--- config.mk ---
export PLATFORM = sky130hd
export DESIGN_NAME = mul_operand_prenorm
export DESIGN_NICKNAME = d
export VERILOG_FILES = /design/src/rtl/mul_operand_prenorm.sv
export SDC_FILE = /design/constraint.sdc
export NUM_CORES = 1
export LEC_CHECK = 0
export CORE_ASPECT_RATIO = 1.25
export CORE_MARGIN = 2
export CORE_UTILIZATION = 45
export DETAILED_ROUTE_END_ITERATION = 7
export DONT_BUFFER_PORTS = 1
export HOLD_SLACK_MARGIN = 0.03
export PLACE_DENSITY = 0.63
export SLEW_MARGIN = 20
export SYNTH_ARGS = -nofsm -noshare
export SYNTH_HDL_FRONTEND = slang
export SYNTH_SLANG_ARGS = --single-unit
--- constraint.sdc ---
create_clock -name clk -period 8.45 [get_ports clk]
set_input_delay 1.69 -clock clk [delete_from_list [all_inputs] [get_ports clk]]
set_output_delay 1.69 -clock clk [all_outputs]
set_load 0.01 [all_outputs]
--- src/rtl/mul_operand_prenorm.sv ---
// FP multiplier front-end: unpacks and classifies two operands, pre-normalizes
// subnormal significands and forms the biased product exponent over a 2-stage pipe.
module mul_operand_prenorm #(
  parameter int unsigned EXPO_W = 8,
  parameter int unsigned MANT_W = 23,
  parameter int unsigned LZC_W  = 5
) (
  input  logic                   clk,
  input  logic                   rst,
  input  logic                   in_valid,
  output logic                   in_ready,
  input  logic [EXPO_W+MANT_W:0] opa,
  input  logic [EXPO_W+MANT_W:0] opb,
  output logic                   out_valid,
  input  logic                   out_ready,
  output logic                   sign_p,
  output logic [EXPO_W+1:0]      expo_a,
  output logic [EXPO_W+1:0]      expo_b,
  output logic [EXPO_W+1:0]      expo_p,
  output logic [MANT_W:0]        mant_a,
  output logic [MANT_W:0]        mant_b,
  output logic                   res_zero,
  output logic                   res_inf,
  output logic                   res_nan,
  output logic                   invalid
);

  localparam int unsigned OP_W  = EXPO_W + MANT_W + 1;
  localparam int unsigned XW    = EXPO_W + 2;
  localparam int unsigned MW    = MANT_W + 1;
  localparam int unsigned LZ1_W = LZC_W + 1;
  localparam logic [XW-1:0] BIAS = XW'((1 << (EXPO_W - 1)) - 1);

  // Leading zeros of a fraction; only meaningful for a nonzero fraction.
  function automatic logic [LZC_W-1:0] lzc(input logic [MANT_W-1:0] f);
    logic found;
    lzc   = '0;
    found = 1'b0;
    for (int i = int'(MANT_W) - 1; i >= 0; i--) begin
      if (!found && f[i]) begin
        lzc   = LZC_W'(int'(MANT_W) - 1 - i);
        found = 1'b1;
      end
    end
  endfunction

  logic [OP_W-1:0] op_in [2];
  assign op_in[0] = opa;
  assign op_in[1] = opb;

  // Stage 1 state
  logic                s1_valid_q, s1_valid_d;
  logic [1:0]          sgn_q, sgn_d;
  logic [1:0]          zero_q, zero_d;
  logic [1:0]          sub_q, sub_d;
  logic [1:0]          inf_q, inf_d;
  logic [1:0]          nan_q, nan_d;
  logic [1:0]          snan_q, snan_d;
  logic [EXPO_W-1:0]   exp_q [2];
  logic [EXPO_W-1:0]   exp_d [2];
  logic [MANT_W-1:0]   frac_q [2];
  logic [MANT_W-1:0]   frac_d [2];
  logic [LZC_W-1:0]    lz_q [2];
  logic [LZC_W-1:0]    lz_d [2];

  // Stage 2 state
  logic                s2_valid_q, s2_valid_d;
  logic                sign_p_q, sign_p_d;
  logic [MW-1:0]       mant_q [2];
  logic [MW-1:0]       mant_d [2];
  logic [XW-1:0]       expo_q [2];
  logic [XW-1:0]       expo_d [2];
  logic [XW-1:0]       expo_p_q, expo_p_d;
  logic                res_zero_q, res_zero_d;
  logic                res_inf_q, res_inf_d;
  logic                res_nan_q, res_nan_d;
  logic                invalid_q, invalid_d;

  logic s1_load, s2_load, inf_x_zero;

  // Stage 2 frees up on downstream accept; stage 1 frees up when stage 2 takes it.
  assign s2_load    = !s2_valid_q || out_ready;
  assign s1_load    = !s1_valid_q || s2_load;
  assign in_ready   = s1_load;
  assign inf_x_zero = (inf_q[0] && zero_q[1]) || (inf_q[1] && zero_q[0]);

  // Stage 1: unpack, classify, count leading zeros.
  always_comb begin
    s1_valid_d = s1_valid_q;
    sgn_d      = sgn_q;
    zero_d     = zero_q;
    sub_d      = sub_q;
    inf_d      = inf_q;
    nan_d      = nan_q;
    snan_d     = snan_q;
    exp_d      = exp_q;
    frac_d     = frac_q;
    lz_d       = lz_q;
    if (s1_load) begin
      s1_valid_d = in_valid;
      if (in_valid) begin
        for (int k = 0; k < 2; k++) begin
          sgn_d[k]  = op_in[k][OP_W-1];
          exp_d[k]  = op_in[k][OP_W-2 -: EXPO_W];
          frac_d[k] = op_in[k][MANT_W-1:0];
          zero_d[k] = (exp_d[k] == '0) && (frac_d[k] == '0);
          sub_d[k]  = (exp_d[k] == '0) && (frac_d[k] != '0);
          inf_d[k]  = (exp_d[k] == '1) && (frac_d[k] == '0);
          nan_d[k]  = (exp_d[k] == '1) && (frac_d[k] != '0);
          snan_d[k] = nan_d[k] && !frac_d[k][MANT_W-1];
          lz_d[k]   = lzc(frac_d[k]);
        end
      end
    end
  end

  // Stage 2: normalize significands, exponents, special-case flags.
  always_comb begin
    s2_valid_d = s2_valid_q;
    sign_p_d   = sign_p_q;
    mant_d     = mant_q;
    expo_d     = expo_q;
    expo_p_d   = expo_p_q;
    res_zero_d = res_zero_q;
    res_inf_d  = res_inf_q;
    res_nan_d  = res_nan_q;
    invalid_d  = invalid_q;
    if (s2_load) begin
      s2_valid_d = s1_valid_q;
      if (s1_valid_q) begin
        for (int k = 0; k < 2; k++) begin
          if (zero_q[k]) begin
            mant_d[k] = '0;
            expo_d[k] = '0;
          end else if (sub_q[k]) begin
            mant_d[k] = {1'b0, frac_q[k]} << (LZ1_W'(lz_q[k]) + LZ1_W'(1));
            expo_d[k] = -XW'(lz_q[k]);
          end else begin
            mant_d[k] = {1'b1, frac_q[k]};
            expo_d[k] = XW'(exp_q[k]);
          end
        end
        expo_p_d   = expo_d[0] + expo_d[1] - BIAS;
        sign_p_d   = sgn_q[0] ^ sgn_q[1];
        res_nan_d  = (|nan_q) || inf_x_zero;
        invalid_d  = (|snan_q) || inf_x_zero;
        res_inf_d  = (|inf_q) && !res_nan_d;
        res_zero_d = (|zero_q) && !res_nan_d;
      end
    end
  end

  always_ff @(posedge clk) begin
    if (rst) begin
      s1_valid_q <= 1'b0;
      sgn_q      <= '0;
      zero_q     <= '0;
      sub_q      <= '0;
      inf_q      <= '0;
      nan_q      <= '0;
      snan_q     <= '0;
      exp_q      <= '{default: '0};
      frac_q     <= '{default: '0};
      lz_q       <= '{default: '0};
      s2_valid_q <= 1'b0;
      sign_p_q   <= 1'b0;
      mant_q     <= '{default: '0};
      expo_q     <= '{default: '0};
      expo_p_q   <= '0;
      res_zero_q <= 1'b0;
      res_inf_q  <= 1'b0;
      res_nan_q  <= 1'b0;
      invalid_q  <= 1'b0;
    end else begin
      s1_valid_q <= s1_valid_d;
      sgn_q      <= sgn_d;
      zero_q     <= zero_d;
      sub_q      <= sub_d;
      inf_q      <= inf_d;
      nan_q      <= nan_d;
      snan_q     <= snan_d;
      exp_q      <= exp_d;
      frac_q     <= frac_d;
      lz_q       <= lz_d;
      s2_valid_q <= s2_valid_d;
      sign_p_q   <= sign_p_d;
      mant_q     <= mant_d;
      expo_q     <= expo_d;
      expo_p_q   <= expo_p_d;
      res_zero_q <= res_zero_d;
      res_inf_q  <= res_inf_d;
      res_nan_q  <= res_nan_d;
      invalid_q  <= invalid_d;
    end
  end

  assign out_valid = s2_valid_q;
  assign sign_p    = sign_p_q;
  assign mant_a    = mant_q[0];
  assign mant_b    = mant_q[1];
  assign expo_a    = expo_q[0];
  assign expo_b    = expo_q[1];
  assign expo_p    = expo_p_q;
  assign res_zero  = res_zero_q;
  assign res_inf   = res_inf_q;
  assign res_nan   = res_nan_q;
  assign invalid   = invalid_q;

endmodule

# Word level (Yosys, flattened, before mapping)
# Index checks and enable logic that the tools add are counted.
# word_totals
reg_bits	169
input_bits	68
output_inout_bits	85
wordCells	347
# classes
add_sub_neg	6
n_eq_ne	2
shift	2
mux	188
n_bitwise	1
reduce_logical	124
# op_table
operator	count
$mux W5	42
$mux W1	134
$mux W24	4
$mux W10	8
$logic_and A1 B1 Y1	58
$logic_not A1 Y1	49
$shl A23 B6 Y24	2
$logic_not A23 Y1	2
$reduce_bool A23 Y1	2
$neg A5 Y10	2
$eq A8 B8 Y1 const B	2
$logic_not A8 Y1	2
$add A5 B1 Y6 const B	2
$add A10 B10 Y10	1
$sub A10 B7 Y10 const B	1
$reduce_or A2 Y1	4
$logic_or A1 B1 Y1	5
$reduce_and A2 Y1	2
$xor A1 B1 Y1	1

# Logic depth before layout (Yosys ltp)
# logic_depth
ltp_word	112
mapped_depth	17
depth_no_buf	14

# Least setup slack after synthesis
# No wires, ideal clock.
# synth_timing
kind	input -> output
start	input port out_ready
end	output port in_ready
t_arrival_ns	1.913
t_required_ns	6.760
setup_slack_ns	4.847
path_stages	1
path_buffers	0
cell_sequence	nand3b_1
# synth_between
elab_chain_cells	2
# synth_lines
item	line_no	rtl
start: declaration	15	input logic out_ready,
$logic_or A1 B1 Y1	82	assign s2_load = !s2_valid_q || out_ready;
$logic_or A1 B1 Y1	83	assign s1_load = !s1_valid_q || s2_load;
end: declaration	11	output logic in_ready,
# Every way passes these cells.

# Worst setup path after layout
# layout_timing
start	register lz_q[5] (netlist name)
end	register expo_p_q[9] (netlist: expo_p[9])
# layout_between
elab_chain_cells	7
# layout_lines
item	line_no	rtl
start: declaration	63	logic [LZC_W-1:0] lz_q [2];
start signal: assignment	184	lz_q <= lz_d;
$neg A5 Y10	137	expo_d[k] = -XW'(lz_q[k]);
$mux W10	135	end else if (sub_q[k]) begin
$mux W10	132	if (zero_q[k]) begin
$mux W10	130	if (s1_valid_q) begin
$mux W10	128	if (s2_load) begin
$add A10 B10 Y10	143	expo_p_d = expo_d[0] + expo_d[1] - BIAS;
$sub A10 B7 Y10	143	
end signal: assignment	189	expo_p_q <= expo_p_d;
end: declaration	73	logic [XW-1:0] expo_p_q, expo_p_d;
# Every way passes these cells. The select of a mux whose other input is x is not followed.
# A chain may end at the register's enable or synchronous reset.

==> results.txt <==
Traced cell by cell, the critical path runs through buf_4 > inv_1 > ha_2 > mux2i_1 > nor2_1 > ha_1 > ha_1 > fa_1 > a21oi_1 > o22ai_1 > nor3_1 > o21bai_1 > xnor2_1 > a22o_1. The final hold violation count is 0. The number of register bits inferred by synthesis is ~170. The upper clock frequency limit came out at 235 MHz. The required time at the endpoint of the critical path came out at between 8 and 9 ns.

The power per cell area came out at about 180 mW/mm². The clock drives 169 sinks. The overflow left after global routing came out at 0. The fraction of layout cells with a size suffix above 1 came out at 0.0798. The fill cell instance count of the final layout is 2176. For this run, the post-layout net count is around 1.3k.

Setup violations remaining at the end of the flow were counted as 0. The worst setup margin came out at 4.20 ns. The maximum cell stage delay along the critical path came out at 0.89 ns. The final routed DRC violation total came out at 0.

The tree is rooted in a sky130_fd_sc_hd__clkbuf_16. The post-synthesis async set-or-reset flop share came out at 0. Averaged over all synthesized cells, the footprint is 7.68 µm².

For this block, the via count after detailed routing is between 9k and 10k. The category of the worst setup path capture point is a flip-flop. The number of global-route vias before repair came to just over 9k. The cell area that synthesis handed to floorplanning was 0.00995 mm². The largest driver fanout on the critical path is 31. The count of pins over their slew limit is 0. The routed wire length per instance is ~21 µm.

For the finished layout, the period the worst path requires is 4.25 ns. The first-iteration detailed-routing DRC count is 709. The post-synthesis to final-layout area growth is 7.02%. Before antenna repair, the detailed router went through 4 iterations.

The number of gates resized after cts came out at 0. The initial antenna violation count was 0. The number of levels in the clock H-tree is 4. The placer congestion estimate is roughly 0.99.

Detailed placement ended at an HPWL of ~24000 µm. The row count is 60. The cell count after synthesis came out at 1295. The effective utilization at floorplan came out at 0.460. The part of the Yosys area used for sequential elements came out at 0.340.

At the pin with the least slew margin, the transition time is 0.993 ns. The clock passes through at most 2 buffers. The kind of cell with the highest combined delay along the critical path is adder cells.

TritonCTS built the clock tree. The floorplan die area is 0.0233 mm². STA classifies the critical path startpoint as a flip-flop. The worst setup path is of the reg -> reg kind.

At the worst endpoint, the arrival time is 4.57 ns. The min-delay analysis places its worst path in the category reg -> reg. The clock-pin transition on the worst setup and hold timing paths came out at 0.06 ns. For this run, the leading register cell type out of synthesis is sky130_fd_sc_hd__dfxtp_1.

Among all stages on the critical path, the largest delay is contributed by sky130_fd_sc_hd__ha_2. Of the available clock period, the critical path in the final layout requires 0.503. The library cell used most frequently in the layout, excluding fill and tap cells, is sky130_fd_sc_hd__nand2_1. The count of flip-flops with a built-in enable after synthesis came out at 0. The aggregate negative setup slack came out at 0 ns. Leaving out fill and tap cells, the most frequent cells in the layout are 254 x sky130_fd_sc_hd__nand2_1, 169 x sky130_fd_sc_hd__a21oi_1, 169 x sky130_fd_sc_hd__dfxtp_1. The maximum number of pins on one net before global-route repair came out at 152. The post-detailed-route count of antenna-violating nets came out at 0. From left edge to right edge, the die measures 137 µm. The number of buffers added for setup after CTS is 0.

The synthesized net count came out at 1387. The number of antenna diodes in the final layout is 0. The normalized max-slew margin is 0.333. Summed over all layers, the routed wires come to between 30000 and 40000 µm. The global routing usage summed across all routing layers is 0.277. The clock skew after layout came out at approximately 0.012 ns. Input and output buffers added on the ports amount to 0. The number of top-level design ports came out at 153.

The post-cts hold buffer count is 0. The leakage power came out at 3.77 nW. The number of distinct library cells after synthesis came out at 69. In this run, CTS created clock tree buffers numbering 17.

The first global-routing pass estimated 50200 µm of wire. The run finished with clean final reports. Setup repair after global routing left no endpoint under its margin. The setup slack after placement is 3.90 ns. The insertion delay of the later-clocked pin in the worst-skew pair came out at 0.44 ns. The y dimension of the die is 170 µm. Across the VDD grid, the largest voltage drop is about 150 µV. The floorplan core area came out at 0.0216 mm². Across the run, the number of max-cap violations was 0. In this design, the critical path's most frequently occurring cell is sky130_fd_sc_hd__ha_1. Final hold analysis gives a worst-case slack of 0.455 ns.

Using the TritonRoute via totals, the vias-per-cell ratio works out to 6.12. The number of buffers and inverters on the critical path is 2. The count of warnings emitted by yosys came out at 0.
[logic make-up after synthesis]
group,after synthesis,synth area share
simple gates,530,0.237
compound gates,347,0.212
flops,169,0.340
buf+inv,116,0.0502
mux,84,0.107
xor+xnor,25,0.0228
fa+ha+maj,24,0.0309
[worst min-delay path, stage by stage, from the launching register on]
cell and delay, ns:
sky130_fd_sc_hd__dfxtp_1 0.31, sky130_fd_sc_hd__nand2_1 0.05, sky130_fd_sc_hd__a21oi_1 0.05
[layer usage]
| layer | vias to the layer above | wire length (µm) | GRT usage |
|---|---|---|---|
| li1 | 4523 | - | - |
| met1 | 4433 | 12600 | 0.320 |
| met2 | 330 | 16000 | 0.482 |
| met3 | 90 | 1900 | 0.0545 |
| met4 | 0 | 1460 | 0.136 |
| met5 | - | 0 | 0 |
[sequential cells by signal, summed over array words and instances (netlist names), 2 cells and up]
| name | flops |
|---|---|
| exp_q | 16 |
| expo_a | 10 |
| expo_b | 10 |
| expo_p | 10 |
| frac_q | 46 |
| inf_q | 2 |
| lz_q | 10 |
| mant_a | 24 |
| mant_b | 24 |
| nan_q | 2 |
| sgn_q | 2 |
| snan_q | 2 |
| sub_q | 2 |
| zero_q | 2 |
[worst paths after layout]
kind	start	depth (start not counted)	slack, ns	to
max	lz_q[5]$_SDFFE_PP0P_	14	4.20	expo_p[9]$_SDFFE_PP0P_
min	exp_q[6]$_SDFFE_PP0P_	2	0.46	exp_q[6]$_SDFFE_PP0P_
max reg2reg	lz_q[5]$_SDFFE_PP0P_	14	4.20	expo_p[9]$_SDFFE_PP0P_
min reg2reg	exp_q[6]$_SDFFE_PP0P_	2	0.46	exp_q[6]$_SDFFE_PP0P_
[synth_stat cells (all sizes together) (19+ instances only)]
cell type,n,area [µm²]
nand2,256,961
a21oi,169,846
dfxtp,169,3380
nor2,122,460
clkbuf,58,219
mux2i,55,551
o21ai,50,250
nor3,35,180
buf,34,190
nand3,26,150
ha,23,288
inv,23,86.3
xnor2,19,174
[metrics by stage]
stage               utilization  cells  total power [W]  area, µm²
floorplan                     -   1295          0.00109       9950
global placement          0.465   1500          0.00116      10100
detailed placement        0.465   1500          0.00116      10100
CTS                       0.492   1532          0.00195      10600
global route              0.493   1532          0.00201      10600
finish                    0.493   1532          0.00193      10600
[final cells by class]
| type | count | area [µm²] | share of cell area |
|---|---|---|---|
| clock buffer | 20 | 457 | 0.0429 |
| timing repair buffer | 18 | 135 | 0.0127 |
| tap | 279 | 349 | 0.0328 |
| clock inverter | 12 | 139 | 0.0130 |
| multi-input combinational | 1010 | 6100 | 0.572 |
| sequential | 169 | 3380 | 0.318 |
| inverter | 24 | 90.1 | 0.00846 |
[power breakdown]
group	switching (W)	leakage (nW)	internal [W]
Sequential	0.0000470	1.38	0.000830
Combinational	0.000159	2.10	0.000108
Clock	0.000336	0.291	0.000455
Total	0.000542	3.77	0.00139
(Power assumes the default switching activity.)
